--- src/rtl/fft_seq_pkg.sv ---
// Shared definitions for the FFT frame path: sequencer state encoding and
// the default frame/buffer geometry used by the buffer and FFT wrappers.
package fft_seq_pkg;

   localparam int DEF_N_LOG2 = 9;
   localparam int DEF_NUM_CH = 2;

   typedef enum logic [2:0] {
      ST_RST     = 3'd0,
      ST_LISTEN  = 3'd1,
      ST_PREPARE = 3'd2,
      ST_LOAD    = 3'd3,
      ST_WAIT    = 3'd4,
      ST_DRAIN   = 3'd5
   } state_t;

endpackage

--- src/rtl/fft_frame_sequencer_counter.sv ---
// Up-counter with synchronous clear and count enable. tc flags that the
// current count equals TC_VAL; the count wraps naturally at 2**WIDTH.
module seq_counter #(
   parameter int               WIDTH  = 4,
   parameter logic [WIDTH-1:0] TC_VAL = '1
) (
   input  logic             clk,
   input  logic             reset,
   input  logic             clear,
   input  logic             en,
   output logic [WIDTH-1:0] count,
   output logic             tc
);

   logic [WIDTH-1:0] count_q;
   logic [WIDTH-1:0] count_d;

   // Next count: clear has priority over increment.
   always_comb begin
      count_d = count_q;
      if (clear) begin
         count_d = '0;
      end else if (en) begin
         count_d = count_q + 1'b1;
      end
   end

   // Count register.
   always_ff @(posedge clk) begin
      if (reset) begin
         count_q <= '0;
      end else begin
         count_q <= count_d;
      end
   end

   assign count = count_q;
   assign tc    = (count_q == TC_VAL);

endmodule

--- src/rtl/fft_frame_sequencer.sv ---
// Frame sequencer between the ADC sample buffers and the FFT core / peak
// detector. Fills all buffers, streams one frame into the FFT, waits for the
// transform with a bounded timeout, then drains the output bins under
// backpressure.
//
// Handshake: a bin transfers on every cycle where out_valid && out_ready are
// both high at the rising edge; out_valid stays high and out_index holds
// until that happens, and out_valid never depends on out_ready.
//
// All outputs are flops loaded from next-state decode, so they behave as Moore
// outputs of the registered state with no combinational input-to-output path.
module fft_frame_sequencer
   import fft_seq_pkg::*;
#(
   parameter int N_LOG2      = DEF_N_LOG2,
   parameter int NUM_CH      = DEF_NUM_CH,
   parameter int TIMEOUT_CYC = 4096,
   parameter int FCNT_W      = 16,
   localparam int TMR_W      = $clog2(TIMEOUT_CYC + 1)
) (
   input  logic              clk,
   input  logic              reset,
   input  logic              enable,
   input  logic [NUM_CH-1:0] buf_full,
   input  logic              fft_done,
   input  logic              out_ready,
   input  logic              err_clear,
   output logic [NUM_CH-1:0] buf_write_en,
   output logic              buf_read,
   output logic [N_LOG2-1:0] rd_index,
   output logic              fft_reset,
   output logic              fft_start,
   output logic              peak_reset,
   output logic              out_valid,
   output logic [N_LOG2-1:0] out_index,
   output logic [FCNT_W-1:0] frame_count,
   output logic              timeout_err,
   output logic              busy,
   output state_t            dbg_state,
   output logic [TMR_W-1:0]  dbg_timer
);

   localparam logic [N_LOG2-1:0] LAST_IDX = {N_LOG2{1'b1}};
   localparam logic [TMR_W-1:0]  TMR_LAST = TMR_W'(TIMEOUT_CYC - 1);

   state_t            state_q, state_d;
   logic [FCNT_W-1:0] frame_count_q, frame_count_d;
   logic              timeout_err_q, timeout_err_d;
   logic [NUM_CH-1:0] buf_write_en_q, buf_write_en_d;
   logic              buf_read_q, buf_read_d;
   logic              fft_reset_q, fft_reset_d;
   logic              fft_start_q, fft_start_d;
   logic              peak_reset_q, peak_reset_d;
   logic              out_valid_q, out_valid_d;
   logic              busy_q, busy_d;
   logic              set_err;

   logic              rd_tc;
   logic              out_tc;
   logic              tmr_tc;

   // Sample index for LOAD: restarts in PREPARE, steps once per read cycle.
   seq_counter #(.WIDTH(N_LOG2), .TC_VAL(LAST_IDX)) u_rd_cnt (
      .clk   (clk),
      .reset (reset),
      .clear (state_q == ST_PREPARE),
      .en    (state_q == ST_LOAD),
      .count (rd_index),
      .tc    (rd_tc)
   );

   // Bin index for DRAIN: zeroed while waiting, steps on each accepted beat.
   seq_counter #(.WIDTH(N_LOG2), .TC_VAL(LAST_IDX)) u_out_cnt (
      .clk   (clk),
      .reset (reset),
      .clear (state_q == ST_WAIT),
      .en    ((state_q == ST_DRAIN) && out_ready),
      .count (out_index),
      .tc    (out_tc)
   );

   // FFT completion timer: runs only in WAIT, held at zero elsewhere.
   seq_counter #(.WIDTH(TMR_W), .TC_VAL(TMR_LAST)) u_wait_tmr (
      .clk   (clk),
      .reset (reset),
      .clear (state_q != ST_WAIT),
      .en    (state_q == ST_WAIT),
      .count (dbg_timer),
      .tc    (tmr_tc)
   );

   // Next-state, sticky error, frame count and output decode of the next state.
   always_comb begin
      state_d       = state_q;
      frame_count_d = frame_count_q;
      set_err       = 1'b0;
      unique case (state_q)
         ST_RST:     state_d = ST_LISTEN;
         ST_LISTEN:  if (enable && (&buf_full)) state_d = ST_PREPARE;
         ST_PREPARE: state_d = ST_LOAD;
         ST_LOAD:    if (rd_tc) state_d = ST_WAIT;
         ST_WAIT: begin
            // A done arriving on the expiry cycle still counts as success.
            if (fft_done) begin
               state_d = ST_DRAIN;
            end else if (tmr_tc) begin
               state_d = ST_LISTEN;
               set_err = 1'b1;
            end
         end
         ST_DRAIN: begin
            if (out_ready && out_tc) begin
               state_d       = ST_LISTEN;
               frame_count_d = frame_count_q + 1'b1;
            end
         end
         default:    state_d = ST_RST;
      endcase

      // Setting beats clearing when both happen in one cycle.
      if (set_err) begin
         timeout_err_d = 1'b1;
      end else if (err_clear) begin
         timeout_err_d = 1'b0;
      end else begin
         timeout_err_d = timeout_err_q;
      end

      buf_write_en_d = (state_d == ST_LISTEN) ? {NUM_CH{1'b1}} : {NUM_CH{1'b0}};
      fft_reset_d    = (state_d == ST_RST) || (state_d == ST_LISTEN);
      peak_reset_d   = (state_d == ST_LISTEN);
      fft_start_d    = (state_d == ST_PREPARE);
      buf_read_d     = (state_d == ST_LOAD);
      out_valid_d    = (state_d == ST_DRAIN);
      busy_d         = (state_d != ST_RST) && (state_d != ST_LISTEN);
   end

   // State, status and registered output flops.
   always_ff @(posedge clk) begin
      if (reset) begin
         state_q        <= ST_RST;
         frame_count_q  <= '0;
         timeout_err_q  <= 1'b0;
         buf_write_en_q <= '0;
         buf_read_q     <= 1'b0;
         fft_reset_q    <= 1'b1;
         fft_start_q    <= 1'b0;
         peak_reset_q   <= 1'b0;
         out_valid_q    <= 1'b0;
         busy_q         <= 1'b0;
      end else begin
         state_q        <= state_d;
         frame_count_q  <= frame_count_d;
         timeout_err_q  <= timeout_err_d;
         buf_write_en_q <= buf_write_en_d;
         buf_read_q     <= buf_read_d;
         fft_reset_q    <= fft_reset_d;
         fft_start_q    <= fft_start_d;
         peak_reset_q   <= peak_reset_d;
         out_valid_q    <= out_valid_d;
         busy_q         <= busy_d;
      end
   end

   assign dbg_state    = state_q;
   assign frame_count  = frame_count_q;
   assign timeout_err  = timeout_err_q;
   assign buf_write_en = buf_write_en_q;
   assign buf_read     = buf_read_q;
   assign fft_reset    = fft_reset_q;
   assign fft_start    = fft_start_q;
   assign peak_reset   = peak_reset_q;
   assign out_valid    = out_valid_q;
   assign busy         = busy_q;

endmodule

--- config.mk ---
export PLATFORM = sky130hd
export DESIGN_NAME = fft_frame_sequencer
export DESIGN_NICKNAME = d
export VERILOG_FILES = /design/src/rtl/fft_seq_pkg.sv /design/src/rtl/fft_frame_sequencer_counter.sv /design/src/rtl/fft_frame_sequencer.sv
export SDC_FILE = /design/constraint.sdc
export NUM_CORES = 1
export LEC_CHECK = 0
export CORE_MARGIN = 10
export CORE_UTILIZATION = 47
export CTS_BUF_LIST = sky130_fd_sc_hd__clkbuf_16
export CTS_CLUSTER_SIZE = 28
export DETAILED_ROUTE_END_ITERATION = 10
export PLACE_DENSITY = 0.77
export SYNTH_ARGS = -nofsm -noshare
export SYNTH_HDL_FRONTEND = slang
export SYNTH_HIERARCHICAL = 1
export SYNTH_SLANG_ARGS = --single-unit
--- constraint.sdc ---
create_clock -name clk -period 3.8 [get_ports clk]
set_input_delay 0.76 -clock clk [delete_from_list [all_inputs] [get_ports clk]]
set_output_delay 0.76 -clock clk [all_outputs]
set_load 0.05 [all_outputs]
Word-level counts from Yosys, hierarchy flattened --
Index checks and enable logic that the tools add are counted.
Storage, ports and cells: memory bits (read-only) 0, memories kept 0, bits in latches 0, bits in writable memories 0, bits in registers 59, word-level logic and storage cells 57, input port bits 8, output and inout bits 59
Cells by class: bitwise operators 0, $mul 0, add/sub/neg operators 4, reduce and logical (&&, ||, !) cells 14, mux-type cells 12, div/mod/pow operators 0, order comparisons 0, shift operators 0, equal/unequal tests 14
Operator list (count):
- adder 9 x 1 -> 9 bit (second input constant) | 2
- equality test 9 bit (second input constant) | 2
- case mux 3 bit (6 select lines) | 1
- adder 16 x 1 -> 16 bit (second input constant) | 1
- two-way mux 3 bit | 5
- adder 13 x 1 -> 13 bit (second input constant) | 1
- equality test 13 x 12 -> 1 bit (second input constant) | 1
- equality test 3 x 2 -> 1 bit (second input constant) | 4
- equality test 3 bit (second input constant) | 3
- equality test 3 x 1 -> 1 bit (second input constant) | 2
- logical NOT 3 bit | 2
- OR reduction 2 bit | 3
- two-way mux 1 bit | 5
- logical AND 1 bit | 4
- AND reduction 2 bit | 2
- inequality test 3 x 1 -> 1 bit (second input constant) | 1
- inequality test 3 bit (second input constant) | 1
- nonzero test 3 bit | 1
- two-way mux 2 bit | 1
- nonzero test 2 bit | 1
- logical OR 1 bit | 1

Longest topological paths before layout --
Gate-level depths: netlist of the first run.
word-level depth 6, depth in mapped cells 9, gate-level depth less buffers 9

Cells and area by module --
The synthesis of the first run kept the hierarchy.
By module, submodules not included:
- fft_frame_sequencer | area an instance 1184.9 µm², instances 1, cells each 136
- seq_counter at u_out_cnt ... | area an instance 401.6 µm², instances 2, cells each 44
- seq_counter at u_wait_tmr | area an instance 603.1 µm², instances 1, cells each 68

Worst setup path after synthesis of the first run --
No wires, ideal clock.
path type register to register, from register u_out_cnt.count_q[0], in the netlist u_out_cnt/count[0], to register frame_count_q[14], in the netlist frame_count[14], data arrival time 2.547 ns, period minus slack after synthesis 2.617 ns, path buffers 0, library setup time 0.071 ns, cell stages (with the launch flop) 9, slack 1.183 ns, data required time 3.729 ns, cells stage by stage dfxtp_1 -> ha_1 -> nand2_1 -> nor3_1 -> ha_1 -> nand4_1 -> or4_4 -> or3_1 -> a21oi_1
Between the ends: word-level cells in the longest chain between the ends 3
RTL lines:
- from (decl) | RTL line fft_frame_sequencer_counter.sv:15 | logic [WIDTH-1:0] count_q;
- from (signal assigned) | RTL line fft_frame_sequencer_counter.sv:33 | count_q <= count_d;
- equality test 9 bit | RTL line fft_frame_sequencer_counter.sv:38 | assign tc = (count_q == TC_VAL);
- named net out_tc | RTL line fft_frame_sequencer.sv:59 | logic out_tc;
- logical AND 1 bit | RTL line fft_frame_sequencer.sv:112 | if (out_ready && out_tc) begin
- AND reduction 2 bit (no line)
- to (signal assigned) | RTL line fft_frame_sequencer.sv:153 | frame_count_q <= frame_count_d;
- to (decl) | RTL line fft_frame_sequencer.sv:47 | logic [FCNT_W-1:0] frame_count_q, frame_count_d;
The timed path passes the listed nets, and every way through them passes these cells. A chain may end at the register's enable or synchronous reset.

Final worst setup path of the first run --
from register state_q[2], in the netlist dbg_state[2], to output dbg_state[2]
RTL lines:
- from (decl) | RTL line fft_frame_sequencer.sv:46 | state_t state_q, state_d;
- from (signal assigned) | RTL line fft_frame_sequencer.sv:152 | state_q <= state_d;
- to (decl) | RTL line fft_frame_sequencer.sv:39 | output state_t dbg_state,
No word-level cell between the ends.

==> results.json, run 1 <==
{
  "synth_edf_count": 0,
  "h-tree-depth": 3,
  "n_antenna_cell": 0,
  "clk_latency_ps": 320,
  "dp_hpwl_um": 4680,
  "overflow": 0,
  "timing.final.crit_share": 0.686,
  "synthDistinctLibCells": 43,
  "min_period_ps": 2610,
  "power_mw": 1.33,
  "dr.first_iter.drc_count": 151,
  "ys_async_sr_fraction": 0,
  "antenna_found_initial": 0,
  "core_area_um2": 5240,
  "worstSetupPathType": "flop to output port",
  "final.fill_count": 455,
  "grt_use_total": 0.153,
  "initial_utilization": 0.495,
  "clockBufferDepth": 2,
  "slowest_stage": "clkdlybuf4s50_1",
  "cts_made_buffers": 9,
  "finalMaxSlewViolations": 0,
  "cp.arrival_ps": 1850,
  "status": "finished clean",
  "cts-resized-gates": 0,
  "grt_pass1_wl_um": 10900,
  "rows": 26,
  "layoutNonFillerInstCount": 435,
  "post_cts_buffers": 0,
  "rr_worst_depth": 8,
  "die_h_um": 94.3,
  "syn_area_um2": 2590,
  "total_leakage_power_nw": 1.18,
  "nets": 374,
  "cts_tree": "yes",
  "max-cap-violations": 0,
  "synthFlopType": "dfxtp_1",
  "final_cell_mix": "clkdlybuf4s50_1, dfxtp_1, nor2_1, a21oi_1",
  "multi_input_area_um2": 1360,
  "path_buf_inv": 1,
  "routed_via_density": 5.41,
  "path_cells": "clkdlybuf4s50_1",
  "required_ps": 3040,
  "slew_headroom": 0.592,
  "rsz0062_at_grt": "no",
  "rrSetupSlack_ps": 1330,
  "setup_ws_ps": 1190,
  "end_kind": "output port",
  "fin_tns_setup_ps": 0,
  "postSynthAreaPerCell_um2": 8.87,
  "gp_congestion": 0.813,
  "ant_nets": 0,
  "endpoint": "dbg_state[2]",
  "rr_startpoint": "u_out_cnt/count[0]$_SDFFE_PP0P_",
  "dp_cells": 419,
  "syn_nets": 306,
  "die_w_um": 94.3,
  "wire_per_inst_um": 14.9,
  "max_stage_delay_ps": 910,
  "ys_warn_count": 6,
  "crit_start": "dbg_state[2]$_SDFF_PP0_",
  "worst_pin_slew_ps": 609,
  "dp_slack_ps": 1090,
  "power-per-cell-area_nw_per_um2": 375,
  "grt_max_degree": 31,
  "peakVddDrop_v": 0.000233,
  "final_common_cell": "clkdlybuf4s50_1",
  "syn_inst": 292,
  "first_pass_iters": 4,
  "fmax_ghz": 0.384,
  "hold_violations": 0,
  "port_buffers": 66,
  "areaGrowthSynthToFinish_pct": 37.0,
  "ys_ff_latch": 57,
  "hp-class": "flop to flop",
  "first_global_vias": 2303,
  "yosysSeqAreaShare": 0.440,
  "drc": 0,
  "dieArea_um2": 8880,
  "clk_pin_slew_ps": 50,
  "cts_hold_buf": 0,
  "skew_ps": 3.97,
  "postRouteWirelength_um": 6500,
  "r2r-end": "frame_count[13]$_SDFFE_PP0P_",
  "drive_gt1_frac": 0.0904,
  "clock_sinks": 57,
  "setup-violations-final": 0,
  "root_buffer": "clkbuf_16",
  "ios": 67,
  "cp-start-kind": "flop",
  "dr_total_vias": 2353,
  "cp_top_family": "buffers and inverters",
  "worst-path-max-fanout": 13,
  "regArea_um2": 1140,
  "worstSetupPathDepth": 1
}
[flip-flops by register name, indices dropped and copies added (netlist names), 3 cells and up]
name              count
frame_count          16
u_wait_tmr/count     13
u_out_cnt/count       9
u_rd_cnt/count        9
dbg_state             3
[cells in the mapped netlist, types with 2 or more instances]
cell type	number	area [µm²]
dfxtp_1	57	1140
nor2_1	39	146
a21oi_1	20	100
nand2_1	17	63.8
nand4_1	17	106
xnor2_1	13	114
o21ai_0	12	60.1
nor3_1	10	50.1
xor2_1	9	78.8
inv_1	8	30.0
nand3_1	8	40.0
ha_1	6	75.1
mux2i_1	6	60.1
or3_1	6	37.5
or3_2	6	45.0
clkbuf_1	5	18.8
o31ai_1	5	37.5
or2_2	5	31.3
or4_1	5	37.5
buf_2	4	20.0
nor4_1	4	25.0
nor3b_1	3	22.5
a21o_1	2	15.0
a31o_2	2	17.5
and3_1	2	12.5
buf_4	2	15.0
nand2b_1	2	12.5
nand3_2	2	20.0
[how the worst min path moves through the flow]
| stage | startpoint | endpoint | depth (start not counted) | slack [ps] |
|---|---|---|---|---|
| floorplan | u_wait_tmr/count[12]$_SDFFE_PP0P_ | u_wait_tmr/count[12]$_SDFFE_PP0P_ | 2 | 680 |
| global placement | timeout_err$_SDFFE_PP0P_ | timeout_err$_SDFFE_PP0P_ | 2 | 460 |
| detailed placement | timeout_err$_SDFFE_PP0P_ | timeout_err$_SDFFE_PP0P_ | 2 | 460 |
| CTS | u_wait_tmr/count[11]$_SDFFE_PP0P_ | u_wait_tmr/count[11]$_SDFFE_PP0P_ | 2 | 500 |
| global route | u_rd_cnt/count[6]$_SDFFE_PP0P_ | u_rd_cnt/count[6]$_SDFFE_PP0P_ | 2 | 530 |
| finish | timeout_err$_SDFFE_PP0P_ | timeout_err$_SDFFE_PP0P_ | 2 | 490 |
[logic make-up after synthesis]
| group | count (synthesis) | share of synthesized area |
|---|---|---|
| compound gates | 43 | 0.0946 |
| mux | 7 | 0.0275 |
| xor+xnor | 22 | 0.0744 |
| fa+ha+maj | 6 | 0.0290 |
| simple gates | 137 | 0.297 |
| flops | 57 | 0.440 |
| buf+inv | 20 | 0.0367 |
[routing by layer]
| layer | vias up | routed length, µm | GRT usage |
|---|---|---|---|
| met5 | - | 0 | 0 |
| met4 | 0 | 75 | 0.0684 |
| met3 | 8 | 600 | 0.0743 |
| met2 | 54 | 3140 | 0.248 |
| met1 | 1109 | 2680 | 0.165 |
| li1 | 1182 | - | - |
[metrics by stage]
step / area, µm² / util / hold slack (ps)
after floorplan: 2590 / - / 682
after global placement: 3300 / 0.629 / 463
after detailed placement: 3300 / 0.629 / 461
after CTS: 3550 / 0.678 / 499
after global routing: 3550 / 0.678 / 531
final: 3550 / 0.678 / 493
[final cells by class]
class	instances	area share
sequential	57	0.321
timing repair buffer	69	0.192
tap	70	0.0247
multi-input combinational	215	0.382
clock buffer	9	0.0634
clock inverter	7	0.00775
inverter	8	0.00846
[power by group]
group | switching (mW) | internal [mW] | leakage, nW
registers | 0.00441 | 0.603 | 0.460
logic | 0.0332 | 0.0198 | 0.600
clock network | 0.247 | 0.424 | 0.124
total | 0.285 | 1.05 | 1.18
Note: power is estimated with default switching activity, not from simulation.
==> run 2: changes to the inputs <==
clock period = 2.42 ns   (was 3.8 ns; I/O delays follow)
==> results.json, run 2 (same netlist as run 1, synthesis figures left out) <==
{
  "final_common_cell": "clkdlybuf4s50_1",
  "wire_per_inst_um": 14.6,
  "status": "finished clean",
  "rsz0062_at_grt": "no",
  "ant_nets": 0,
  "path_buf_inv": 1,
  "ios": 67,
  "hold_violations": 0,
  "die_w_um": 94.3,
  "dr_wl_met2_um": 2860,
  "core_area_um2": 5240,
  "top_layer_used": "met4",
  "largest_reg_flops": 16,
  "h-tree-depth": 3,
  "dr_total_vias": 2323,
  "grt_max_degree": 24,
  "cts_hold_buf": 0,
  "clk_latency_ps": 320,
  "port_buffers": 66,
  "final.fill_count": 433,
  "slowest_stage": "clkdlybuf4s50_1",
  "hp-class": "flop to flop",
  "skew_ps": 7.43,
  "postRouteWirelength_um": 6420,
  "power_mw": 2.20,
  "cp-start-kind": "flop",
  "total_leakage_power_nw": 1.22,
  "cts_made_buffers": 9,
  "m1WireLength_um": 2910,
  "end_kind": "output port",
  "cp.arrival_ps": 1840,
  "timing.final.crit_share": 0.960,
  "areaGrowthSynthToFinish_pct": 39.7,
  "cp_top_family": "buffers and inverters",
  "initial_utilization": 0.495,
  "fin_tns_setup_ps": 0,
  "clk_pin_slew_ps": 50,
  "root_buffer": "clkbuf_16",
  "antenna_found_initial": 0,
  "finalMaxSlewViolations": 0,
  "power-per-cell-area_nw_per_um2": 606,
  "fmax_ghz": 0.431,
  "dr.first_iter.drc_count": 111,
  "worst-path-max-fanout": 13,
  "n_antenna_cell": 0,
  "route.met3.wl_um": 573,
  "required_ps": 1940,
  "nets": 378,
  "worstSetupPathType": "flop to output port",
  "gp_congestion": 0.895,
  "dieArea_um2": 8880,
  "peakVddDrop_v": 0.000392,
  "min_period_ps": 2320,
  "routed_via_density": 5.29,
  "worst_pin_slew_ps": 584,
  "clockBufferDepth": 2,
  "final_cell_mix": "clkdlybuf4s50_1, dfxtp_1, nor2_1, a21oi_1",
  "path_cells": "clkdlybuf4s50_1",
  "setup-violations-final": 0,
  "cts_tree": "yes",
  "slew_headroom": 0.610,
  "clock_sinks": 57,
  "grt_pass1_wl_um": 10400,
  "max-cap-violations": 0,
  "dp_hpwl_um": 4690,
  "drive_gt1_frac": 0.125,
  "drc": 0,
  "cts-resized-gates": 0,
  "post_cts_buffers": 0,
  "grt_use_total": 0.145,
  "first_pass_iters": 4,
  "max_stage_delay_ps": 900,
  "overflow": 0,
  "rows": 26,
  "die_h_um": 94.3,
  "first_global_vias": 2209
}
## run 2: cell types whose count changed in the layout (fill, tap and decap cells not counted), sizes merged
cell	delta
inv	+2
buf	+4
clkinv	-3
bufinv	+1
## run 2: worst paths after layout
kind | start | endpoint | slack, ps | cells past startpoint
worst max-delay path | dbg_state[2]$_SDFF_PP0_ | dbg_state[2] | 100 | 1
worst min-delay path | timeout_err$_SDFFE_PP0P_ | timeout_err$_SDFFE_PP0P_ | 470 | 2
worst max register to register | u_out_cnt/count[0]$_SDFFE_PP0P_ | frame_count[14]$_SDFFE_PP0P_ | 230 | 8
worst min register to register | timeout_err$_SDFFE_PP0P_ | timeout_err$_SDFFE_PP0P_ | 470 | 2
## run 2: cell type report
cell class / count / area (µm²) / area share
Clock inverter: 7 / 53.8 / 0.0149
Tap cell: 70 / 87.6 / 0.0242
Multi-Input combinational cell: 215 / 1360 / 0.376
Inverter: 8 / 30.0 / 0.00829
Clock buffer: 9 / 225 / 0.0622
Sequential cell: 57 / 1150 / 0.317
Timing Repair Buffer: 73 / 713 / 0.197
## run 2: where the power goes
part	leakage, nW	switching, mW	internal, mW
logic	0.616	0.0518	0.0311
registers	0.463	0.00734	0.946
clock network	0.144	0.386	0.773
## run 2: worst reg2reg max path: cells and delay by family, from the launching register on
| kind | cells | cell delay [ps] |
|---|---|---|
| AOI/OAI and AO/OA | 1 | 140 |
| adders and majority gates | 2 | 440 |
| DFF | 1 | 360 |
| and+or+nand+nor | 5 | 1180 |
## run 2: per-stage QoR
| step | instance area (µm²) | hold WS, ps | worst slack [ps] | std cells | util |
|---|---|---|---|---|---|
| 2_1_floorplan | 2600 | 600 | 16.9 | 292 | - |
| 3_3_place_gp | 3330 | 462 | 243 | 423 | 0.637 |
| 3_5_place_dp | 3330 | 466 | 188 | 423 | 0.637 |
| 4_1_cts | 3610 | 475 | 94.4 | 439 | 0.690 |
| 5_1_grt | 3620 | 491 | 46.5 | 439 | 0.691 |
| 6_report | 3620 | 475 | 97.6 | 439 | 0.691 |
## run 2: per-layer routing
layer  GRT usage  vias to the layer above
met4      0.0608                        0
met5           0                        -
met1       0.171                     1063
li1            -                     1187
met2       0.225                       65
met3      0.0624                        8
